--- src/rtl/mc_lsu_if.sv ---
// Memory bus bundle for the multicycle load/store unit.
// Request/grant/rvalid bus: master drives req/we/addr/be/wdata,
// slave returns gnt, rvalid and rdata.
interface mc_lsu_if #(
    parameter int XLEN = 32
);
    localparam int NB = XLEN / 8;

    logic            req;
    logic            we;
    logic [XLEN-1:0] addr;
    logic [NB-1:0]   be;
    logic [XLEN-1:0] wdata;
    logic            gnt;
    logic            rvalid;
    logic [XLEN-1:0] rdata;

    modport master (
        output req, we, addr, be, wdata,
        input  gnt, rvalid, rdata
    );

    modport slave (
        input  req, we, addr, be, wdata,
        output gnt, rvalid, rdata
    );
endinterface

--- src/rtl/mc_lsu.sv ---
// Multicycle load/store unit: splits boundary-crossing accesses
// into two aligned beats on a req/gnt/rvalid bus, one beat in flight.
// Ports: clk_i, rst_i (sync, active high), start_i/we_i/funct3_i/
// addr_i/wdata_i request; busy_o/done_o/err_o/rdata_o status; mem bus.
module mc_lsu #(
    parameter int XLEN        = 32,
    parameter bit MISALIGN_EN = 1'b1
) (
    input  logic            clk_i,
    input  logic            rst_i,
    input  logic            start_i,
    input  logic            we_i,
    input  logic [2:0]      funct3_i,
    input  logic [XLEN-1:0] addr_i,
    input  logic [XLEN-1:0] wdata_i,
    output logic            busy_o,
    output logic            done_o,
    output logic            err_o,
    output logic [XLEN-1:0] rdata_o,
    mc_lsu_if.master        mem
);
    localparam int NB   = XLEN / 8;
    localparam int LB   = $clog2(NB);
    localparam bit IS32 = (XLEN == 32);
    localparam logic [2*NB-1:0] ONE2 = 1;

    typedef enum logic [2:0] {
        S_IDLE, S_REQ0, S_WAIT0, S_REQ1, S_WAIT1, S_FIN
    } state_t;

    state_t          r_state;
    state_t          w_next;
    logic            r_we;
    logic [2:0]      r_f3;
    logic [XLEN-1:0] r_addr;
    logic [XLEN-1:0] r_wdata;
    logic [XLEN-1:0] r_beat0;
    logic [XLEN-1:0] r_rdata;
    logic            r_err;

    // Access spills into the next beat when its last byte passes NB.
    function automatic logic f_cross(input logic [LB-1:0] off,
                                     input logic [1:0] sz2);
        return (5'(off) + (5'd1 << sz2)) > 5'(NB);
    endfunction

    logic w_ill;
    logic w_bad;
    assign w_ill = (IS32 && funct3_i[1:0] == 2'b11)
                 || (!we_i && funct3_i == 3'b111)
                 || (!we_i && IS32 && funct3_i == 3'b110);
    assign w_bad = w_ill
                 || (!MISALIGN_EN && f_cross(addr_i[LB-1:0], funct3_i[1:0]));

    logic [LB-1:0]      w_off;
    logic [3:0]         w_sz;
    logic               w_cross;
    logic [XLEN-1:0]    w_a0;
    logic [XLEN-1:0]    w_a1;
    logic [2*NB-1:0]    w_be2;
    logic [2*XLEN-1:0]  w_wd2;

    assign w_off   = r_addr[LB-1:0];
    assign w_sz    = 4'd1 << r_f3[1:0];
    assign w_cross = f_cross(w_off, r_f3[1:0]);
    assign w_a0    = {r_addr[XLEN-1:LB], {LB{1'b0}}};
    assign w_a1    = w_a0 + XLEN'(NB);
    assign w_be2   = ((ONE2 << w_sz) - ONE2) << w_off;
    assign w_wd2   = {{XLEN{1'b0}}, r_wdata} << {w_off, 3'b000};

    // Final beat is taken straight off the bus so the extended result
    // can be registered in the same cycle as the last rvalid.
    logic [XLEN-1:0]        w_b0;
    logic [XLEN-1:0]        w_lo;
    logic [6:0]             w_k;
    logic [XLEN-1:0]        w_shl;
    logic signed [XLEN-1:0] w_sra;
    logic [XLEN-1:0]        w_ext;
    logic                   w_last;

    assign w_b0   = (r_state == S_WAIT0) ? mem.rdata : r_beat0;
    assign w_lo   = XLEN'({mem.rdata, w_b0} >> {w_off, 3'b000});
    assign w_k    = 7'(XLEN) - {w_sz, 3'b000};
    assign w_shl  = w_lo << w_k;
    assign w_sra  = $signed(w_shl) >>> w_k;
    assign w_ext  = r_f3[2] ? (w_shl >> w_k) : w_sra;
    assign w_last = mem.rvalid && !r_we
                  && ((r_state == S_WAIT0 && !w_cross)
                  || r_state == S_WAIT1);

    always_comb begin
        w_next    = r_state;
        mem.req   = 1'b0;
        mem.we    = 1'b0;
        mem.addr  = '0;
        mem.be    = '0;
        mem.wdata = '0;
        unique case (r_state)
            S_IDLE: begin
                if (start_i && !w_bad)
                    w_next = S_REQ0;
            end
            S_REQ0: begin
                mem.req   = 1'b1;
                mem.we    = r_we;
                mem.addr  = w_a0;
                mem.be    = w_be2[NB-1:0];
                mem.wdata = w_wd2[XLEN-1:0];
                if (mem.gnt) begin
                    if (!r_we)
                        w_next = S_WAIT0;
                    else if (w_cross)
                        w_next = S_REQ1;
                    else
                        w_next = S_FIN;
                end
            end
            S_WAIT0: begin
                if (mem.rvalid)
                    w_next = w_cross ? S_REQ1 : S_FIN;
            end
            S_REQ1: begin
                mem.req   = 1'b1;
                mem.we    = r_we;
                mem.addr  = w_a1;
                mem.be    = w_be2[2*NB-1:NB];
                mem.wdata = w_wd2[2*XLEN-1:XLEN];
                if (mem.gnt)
                    w_next = r_we ? S_FIN : S_WAIT1;
            end
            S_WAIT1: begin
                if (mem.rvalid)
                    w_next = S_FIN;
            end
            S_FIN:   w_next = S_IDLE;
            default: w_next = S_IDLE;
        endcase
    end

    always_ff @(posedge clk_i) begin
        if (rst_i) begin
            r_state <= S_IDLE;
            r_we    <= 1'b0;
            r_f3    <= '0;
            r_addr  <= '0;
            r_wdata <= '0;
            r_beat0 <= '0;
            r_rdata <= '0;
            r_err   <= 1'b0;
        end else begin
            r_state <= w_next;
            r_err   <= (r_state == S_IDLE) && start_i && w_bad;
            if (r_state == S_IDLE && start_i) begin
                r_we    <= we_i;
                r_f3    <= funct3_i;
                r_addr  <= addr_i;
                r_wdata <= wdata_i;
            end
            if (r_state == S_WAIT0 && mem.rvalid)
                r_beat0 <= mem.rdata;
            if (w_last)
                r_rdata <= w_ext;
        end
    end

    assign busy_o  = (r_state != S_IDLE);
    assign done_o  = (r_state == S_FIN);
    assign err_o   = r_err;
    assign rdata_o = r_rdata;
endmodule

--- src/flat_wrapper.sv ---
// flat-port wrapper written by rule: the top's interface ports become plain ports
module mc_lsu_flat 
#(
    parameter int XLEN        = 32,
    parameter bit MISALIGN_EN = 1'b1
)
  (clk_i, rst_i, start_i, we_i, funct3_i, addr_i, wdata_i, busy_o, done_o, err_o, rdata_o, mem_req, mem_we, mem_addr, mem_be, mem_wdata, mem_gnt, mem_rvalid, mem_rdata);
  mc_lsu_if #(.XLEN(XLEN)) mem_i ();
  input  logic clk_i;
  input  logic rst_i;
  input  logic start_i;
  input  logic we_i;
  input  logic [2:0] funct3_i;
  input  logic [XLEN-1:0] addr_i;
  input  logic [XLEN-1:0] wdata_i;
  output logic busy_o;
  output logic done_o;
  output logic err_o;
  output logic [XLEN-1:0] rdata_o;
  output wire logic [$bits(mem_i.req)-1:0] mem_req;
  output wire logic [$bits(mem_i.we)-1:0] mem_we;
  output wire logic [$bits(mem_i.addr)-1:0] mem_addr;
  output wire logic [$bits(mem_i.be)-1:0] mem_be;
  output wire logic [$bits(mem_i.wdata)-1:0] mem_wdata;
  input wire logic [$bits(mem_i.gnt)-1:0] mem_gnt;
  input wire logic [$bits(mem_i.rvalid)-1:0] mem_rvalid;
  input wire logic [$bits(mem_i.rdata)-1:0] mem_rdata;
  assign mem_req = mem_i.req;
  assign mem_we = mem_i.we;
  assign mem_addr = mem_i.addr;
  assign mem_be = mem_i.be;
  assign mem_wdata = mem_i.wdata;
  assign mem_i.gnt = mem_gnt;
  assign mem_i.rvalid = mem_rvalid;
  assign mem_i.rdata = mem_rdata;
  mc_lsu #(.XLEN(XLEN), .MISALIGN_EN(MISALIGN_EN)) u_core (.clk_i(clk_i), .rst_i(rst_i), .start_i(start_i), .we_i(we_i), .funct3_i(funct3_i), .addr_i(addr_i), .wdata_i(wdata_i), .busy_o(busy_o), .done_o(done_o), .err_o(err_o), .rdata_o(rdata_o), .mem(mem_i));
endmodule
--- config.mk ---
export PLATFORM = sky130hd
export DESIGN_NAME = mc_lsu_flat
export DESIGN_NICKNAME = d
export VERILOG_FILES = /design/src/rtl/mc_lsu_if.sv /design/src/rtl/mc_lsu.sv /design/src/flat_wrapper.sv
export SDC_FILE = /design/constraint.sdc
export NUM_CORES = 1
export LEC_CHECK = 0
export BUFFER_PORTS_ARGS = -buffer_cell sky130_fd_sc_hd__buf_2
export CAP_MARGIN = 30
export CORE_ASPECT_RATIO = 1.4
export CORE_UTILIZATION = 25
export CTS_CLUSTER_DIAMETER = 100
export CTS_CLUSTER_SIZE = 25
export DETAILED_ROUTE_END_ITERATION = 8
export GPL_TIMING_DRIVEN = 0
export HOLD_SLACK_MARGIN = 0.1
export RECOVER_POWER = 50
export SKIP_CTS_REPAIR_TIMING = 1
export SLEW_MARGIN = 15
export SYNTH_ARGS = -nofsm -noshare
export SYNTH_HDL_FRONTEND = slang
export SYNTH_SLANG_ARGS = --single-unit
--- constraint.sdc ---
create_clock -name clk_i -period 5.4 [get_ports clk_i]
set_input_delay 1.08 -clock clk_i [delete_from_list [all_inputs] [get_ports clk_i]]
set_output_delay 1.08 -clock clk_i [all_outputs]
set_load 0.005 [all_outputs]
* After elaboration in Yosys (flattened, before gate mapping)
Cells that the tools add are included.
Cells by class: $add $sub $neg 4, $lt $le $gt $ge 1, eq/ne operators 13, shifts and indexed selects 9, muxes and demuxes 16, reduce and logical (&&, ||, !) cells 20
Operators by type and width (number):
- $pmux W32 S2 | 2
- $mux W32 | 2
- $shl A32 B5 Y64 | 1
- $shr A64 B5 Y32 | 1
- $add A32 B3 Y32 const B | 1
- $shl A32 B7 Y32 | 1
- $shr A32 B7 Y32 | 1
- $sshr A32 B7 Y32 | 1
- $mux W3 | 7
- $pmux W3 S5 | 1
- $eq A3 B3 Y1 const B | 4
- $logic_and A1 B1 Y1 | 9
- $ne A2 B2 Y1 const B | 4
- $pmux W4 S2 | 1
- $shl A1 B4 Y8 const A | 1
- $shl A8 B2 Y8 | 1
- $sub A8 B1 Y8 const B | 1
- $sub A6 B7 Y7 const A | 1
- $eq A3 B2 Y1 const B | 2
- $add A2 B5 Y5 | 1
- $gt A5 B3 Y1 const B | 1
- $reduce_and A5 Y1 | 1
- $shl A1 B2 Y5 const A | 1
- $logic_not A1 Y1 | 4
- other kinds (9) | 13
Storage, ports and cells: flip-flop bits (word level) 136, input bits 105, word-level logic and storage cells 71

* Depth between registers and ports, before layout
Gate-level depths: netlist of run 1.
word-level depth 8, gate-level depth with buffers 12, mapped depth without buffers 9

* Worst setup path after synthesis of run 1
No wires, ideal clock.
path type register to output, from register u_core.r_addr[1], to output mem_wdata[16], arrival 1.759 ns, slack 2.561 ns, stages on the path, launching flop included 7, path buffers 2, cells stage by stage dfxtp_1 > buf_2 > buf_1 > nand3_1 > nor2_1 > a222oi_1 > nor2_1
Between the ends: word-level cells in the longest chain between the ends 2
RTL lines:
- from (decl) | RTL line mc_lsu.sv:35 | logic [XLEN-1:0] r_addr;
- from (signal assigned) | RTL line mc_lsu.sv:156 | r_addr <= addr_i;
- $shl A32 B5 Y64 | RTL line mc_lsu.sv:69 | assign w_wd2 = {{XLEN{1'b0}}, r_wdata} << {w_off, 3'b000};
- $pmux W32 S2 | RTL line mc_lsu.sv:98 | unique case (r_state)
- to (decl) | RTL line flat_wrapper.sv:24 | output wire logic [$bits(mem_i.wdata)-1:0] mem_wdata;
No other way between the ends.

* Final worst setup path of run 1
from register u_core.r_addr[1], to output mem_be[3]
Between the ends: word-level cells in the longest chain between the ends 2
RTL lines:
- $shl A8 B2 Y8 | RTL line mc_lsu.sv:68 | assign w_be2 = ((ONE2 << w_sz) - ONE2) << w_off;
- $pmux W4 S2 | RTL line mc_lsu.sv:98
- to (decl) | RTL line flat_wrapper.sv:23 | output wire logic [$bits(mem_i.be)-1:0] mem_be;
No other way between the ends.

==> flow_summary.yaml, run 1 <==
finish:
  area_growth_pct: 25.6
  fin_nets: 1379
  finalNonFillerCells: 1679
  fin_util_pct: 31.8
  design_area_mm2: 0.0101
  drive_gt1_share_pct: 20.7
timing:
  worstMarginPinSlew_ps: 936
  final.min_clock_period_ps: 4420
  setup_tns_ps: 0
  skew_ps: 12.2
  final_max_slew_viol_count: 0
  max_freq_mhz: 226
  period_share_pct: 81.8
  relSlewSlack_pct: 37.4
  finalSetupViolCount: 0
  finalHoldViolCount: 0
  fin_ws_ps: 982
  rsz0062_at_grt: "false"
setup_path:
  crit_top_cell: "buf_2"
  regToRegEndpoint: "u_core.r_beat0[14]"
  crit_slowest_cell: "clkbuf_1"
  critical_path_class: "flip-flop to output port"
  crit_fanout: 10
  cp.arrival_ps: 3340
  r2r-start: "u_core.r_state[1]"
  start_kind: "flip-flop"
  r2r_setup_slack_ps: 1450
  reg2reg_depth: 9
  required_ps: 4320
  cp_cell_sequence: "buf_2 -> buf_2 -> clkbuf_1 -> clkbuf_1 -> o21ai_0 -> a221oi_1 -> buf_2"
  max_stage_delay_ps: 580
  worst-path-buf-inv: 5
  cpLargestDelayFamily: "buffers and inverters"
  endpoint_kind: "output port"
placed_design:
  dpl_cell_area_mm2: 0.00954
  finalWeightedCongestion: 0.904
  dp.cells: 1646
  post-place-ws_ps: 1440
  portBuffers: 206
  place_hpwl_mm: 25.3
yosys:
  synth_ff_type: "dfxtp_1"
  seq_area_frac_synth_pct: 34.0
  synth_area_per_cell_um2: 7.67
  ys_ff_latch: 136
  synth_warnings: 0
  yosys.cell_types.count: 66
  syn_inst: 1044
  mappedNetlistArea_mm2: 0.00801
  synth-edff-count: 0
  async_reset_ff_share_pct: 0
power:
  vdd_drop_max_uv: 170
  leakage_uw: 0.00375
  powerDensity_mw_per_mm2: 291
global_route:
  grt_max_degree: 17
  grt_pass1_vias: 8237
  grt_pass1_wl_mm: 48.7
  grt_overflow: 0
  antenna_found_initial: 3
  track_usage_pct: 19.8
drt:
  vias_per_cell: 5.15
  drtPass1Iterations: 6
  drc: 0
  drtAntennaViolNets: 0
  wl_per_cell_um: 19.5
  wirelength_mm: 32.8
  vias: 8655
  dr.first_iter.drc_count: 680
worst_hold_path:
  worstHoldPathType: "flip-flop to flip-flop"
  min_to: "u_core.r_beat0[20]"
  whs_path_depth: 2
  worstHoldStart: "u_core.r_beat0[20]"
clocking:
  clock_sinks: 136
  clock_path_buffers: 2
  cts_made_buffers: 17
  cts_tree: "done"
  h-tree-depth: 4
  clkLatencyLatePin_ps: 430
  clockRootBuffer: "clkbuf_16"
  clk_pin_slew_ps: 70
outcome:
  status: "completed"
floorplanning:
  die_height_um: 214
  die_w_um: 153
  fp-row-count: 77
  dieArea_mm2: 0.0328
  io_pins: 210
  coreArea_mm2: 0.0316
  start_util_pct: 25.4
flow_run:
  maxCapViolCount: 0
power by group:
group          internal, uW  leakage (uW)  switching [uW]
Combinational           223       0.00238             415
Clock                   646      0.000268             511
Sequential             1070       0.00111            64.1
cell families after synthesis:
logic type               count (synthesis)  share of synthesized area [%]
AO/OA/AOI/OAI                          266                           21.1
XOR/XNOR                                28                           3.06
adder cells (fa/ha/maj)                  4                          0.718
buffers and inverters                  102                           5.57
flip-flops                             136                           34.0
multiplexers                            85                           12.5
other                                    1                         0.0468
AND/OR/NAND/NOR                        422                           23.0
placed cells by master (no fill, tap or decap), drive strengths merged, types with 9 or more instances in the layout:
| cell type | synthesis | layout |
|---|---|---|
| nand2 | 257 | 257 |
| buf | 34 | 211 |
| dfxtp | 136 | 136 |
| a21oi | 125 | 125 |
| clkbuf | 52 | 99 |
| nor2 | 77 | 77 |
| mux2i | 63 | 63 |
| o21ai | 37 | 37 |
| a211oi | 34 | 34 |
| xnor2 | 22 | 22 |
| inv | 15 | 21 |
| and2 | 14 | 14 |
| nor3 | 13 | 13 |
| mux2 | 11 | 11 |
| mux4 | 11 | 11 |
| nor4 | 11 | 11 |
| nand2b | 9 | 9 |
| o2bb2ai | 9 | 9 |
registers in the layout, summed over array words and instances, names as in the netlist:
register and count:
u_core.r_wdata 32, u_core.r_f3 3, u_core.rdata_o 32, u_core.err_o 1
u_core.r_addr 32, u_core.r_state 3, u_core.r_beat0 32, u_core.r_we 1
worst max path at each step:
stage,from,endpoint,slack (ps),cells after the start
5_1_grt,u_core.r_addr[1],mem_be[3],850,7
3_3_place_gp,u_core.r_addr[1],mem_be[3],1410,7
4_1_cts,u_core.r_addr[1],mem_be[3],980,7
3_5_place_dp,u_core.r_addr[1],mem_be[3],1440,7
6_report,u_core.r_addr[1],mem_be[3],980,7
2_1_floorplan,u_core.r_addr[1],mem_wdata[16],2560,6
worst register-to-register path: stages (launching register included):
cell and delay (ps):
dfxtp_1 310, clkbuf_1 340, nor3b_1 250, clkbuf_1 700, clkbuf_1 600, clkbuf_1 650
nand2_1 350, clkbuf_1 380, nand2_1 160, a21oi_1 70
routing by layer:
metal  GRT usage (%)  routed length [um]
met1            23.5               13300
met2            34.9               16000
met3            3.44                2120
met4            8.88                1230
met5               0                  27
area by class of cell:
class	count	area, um^2
inverter	16	60.1
fill	3476	21500
multi-input combinational	807	4840
antenna	1	2.50
timing repair buffer	206	1010
buffer	86	364
clock inverter	14	140
clock buffer	18	429
sequential	136	2720
tap	395	494
cells in the mapped netlist (14+ instances only):
master	instances	area, um^2
buf_2	17	85.1
nand2_1	257	965
clkbuf_1	51	191
a211oi_1	32	240
mux2i_1	63	631
and2_1	14	87.6
inv_1	14	52.6
xnor2_1	22	193
nor2_1	76	285
a21oi_1	124	621
o21ai_0	37	185
dfxtp_1	136	2720
per-stage QoR:
stage                     power, uW  hold slack, ps
after floorplan                1530             433
after global placement         1780             440
after detailed placement       1790             445
after CTS                      2940             457
after global routing           3070             468
final                          2930             455
Note: power is estimated with default switching activity, not from simulation.
==> run 2, diff against run 1 <==
- clock period: 5.4 -> 4.4 ns (I/O delays scaled with it)
==> flow_summary.yaml, run 2 (same netlist as run 1, synthesis figures left out) <==
placed_design:
  place_hpwl_mm: 25.3
  portBuffers: 206
  finalWeightedCongestion: 0.904
clocking:
  clockRootBuffer: "clkbuf_16"
  cts_made_buffers: 17
  clk_pin_slew_ps: 70
  h-tree-depth: 4
  cts_tree: "done"
  clock_sinks: 136
  clkLatencyLatePin_ps: 430
  clock_path_buffers: 2
setup_path:
  crit_fanout: 10
  worst-path-buf-inv: 5
  required_ps: 3520
  critical_path_class: "flip-flop to output port"
  max_stage_delay_ps: 580
  crit_slowest_cell: "clkbuf_1"
  endpoint_kind: "output port"
  start_kind: "flip-flop"
  crit_top_cell: "buf_2"
  cp.arrival_ps: 3310
  cpLargestDelayFamily: "buffers and inverters"
  cp_cell_sequence: "buf_2 -> buf_2 -> clkbuf_1 -> clkbuf_1 -> o21ai_0 -> a221oi_1 -> buf_2"
power:
  switching_power_uw: 1220
  vdd_drop_max_uv: 208
  p_int_uw: 2370
  clkPwrFrac_pct: 39.6
  pwr-share-seq_pct: 38.5
  leakage_uw: 0.00376
  switching_share_pct: 34.0
  combPwrFrac_pct: 21.9
  powerDensity_mw_per_mm2: 357
finish:
  fin_nets: 1379
  drive_gt1_share_pct: 20.7
  final_cell_mix: "nand2_1 (257), buf_2 (198), dfxtp_1 (136)"
  multi_input_area_mm2: 0.00484
  final_common_cell: "nand2_1"
  area_growth_pct: 25.6
  num-fill-cells: 3477
  regArea_mm2: 0.00272
worst_hold_path:
  worstHoldPathType: "flip-flop to flip-flop"
timing:
  finalSetupViolCount: 0
  relSlewSlack_pct: 35.1
  period_share_pct: 95.3
  timing.hold.ws_ps: 455
  final_max_slew_viol_count: 0
  rsz0062_at_grt: "false"
  skew_ps: 11.4
  max_freq_mhz: 238
  worstMarginPinSlew_ps: 970
  final.min_clock_period_ps: 4190
  setup_tns_ps: 0
  finalHoldViolCount: 0
drt:
  drtPass1Iterations: 6
  wirelength_mm: 32.8
  drc: 0
  wl_per_cell_um: 19.5
  vias_per_cell: 5.15
  dr.first_iter.drc_count: 712
  drtAntennaViolNets: 0
  vias: 8647
outcome:
  status: "completed"
flow_run:
  maxCapViolCount: 0
floorplanning:
  die_height_um: 214
  die_w_um: 153
  coreArea_mm2: 0.0316
  fp-row-count: 77
  start_util_pct: 25.4
  dieArea_mm2: 0.0328
  io_pins: 210
global_route:
  grt_overflow: 0
  grt_max_degree: 17
  grt_pass1_vias: 8250
  antenna_found_initial: 3
  track_usage_pct: 19.8
  grt_pass1_wl_mm: 48.6
-- run 2: worst min-delay path: stages (launching register included) --
cell	delay, ps
dfxtp_1	310
nand2_1	50
a21oi_1	50
-- run 2: final cells by class --
cell class	instances	area share, %
plain buffers	86	3.64
clock inverters	14	1.39
clock buffers	18	4.27
well taps	395	4.91
inverters	16	0.597
repair buffers	206	9.98
diodes	1	0.0249
flip-flops and latches	136	27.1
multi-input cells	807	48.1
-- run 2: per-layer routing --
layer  part of all wire (%)  track usage (%)  wire length (um)  vias up
li1                       -                -                 -     4123
met1                     41             23.6             13300     4053
met2                     49             34.8             16000      393
met3                    6.2             3.33              2020       74
met4                    4.2             9.06              1380        4
met5                  0.082                0                27        -
-- run 2: through the flow --
stage | cell area [um^2] | utilization, % | std cells | worst slack (ps) | total power, uW
after floorplan | 8020 | - | 1045 | 1580 | 1880
after global placement | 9540 | 30.2 | 1646 | 611 | 2180
after detailed placement | 9540 | 30.2 | 1646 | 643 | 2190
after CTS | 10100 | 32.0 | 1678 | 176 | 3610
after global routing | 10100 | 31.8 | 1679 | 52.6 | 3760
final | 10100 | 31.8 | 1679 | 205 | 3600
-- run 2: worst paths after layout --
| check | start | slack, ps | cells past startpoint | to |
|---|---|---|---|---|
| worst min-delay path | u_core.r_beat0[20] | 460 | 2 | u_core.r_beat0[20] |
| worst max register to register | u_core.r_state[1] | 430 | 9 | u_core.r_beat0[15] |
| worst min register to register | u_core.r_beat0[20] | 460 | 2 | u_core.r_beat0[20] |
| worst max-delay path | u_core.r_addr[1] | 210 | 7 | mem_be[3] |
-- run 2: power by group through the flow --
stage                     Sequential [uW]  Clock [uW]  Combinational (uW)
after floorplan                      1390           0                 489
after CTS                            1380        1450                 784
after global routing                 1390        1510                 856
after detailed placement             1410           0                 782
after global placement               1410           0                 775
final                                1390        1420                 786
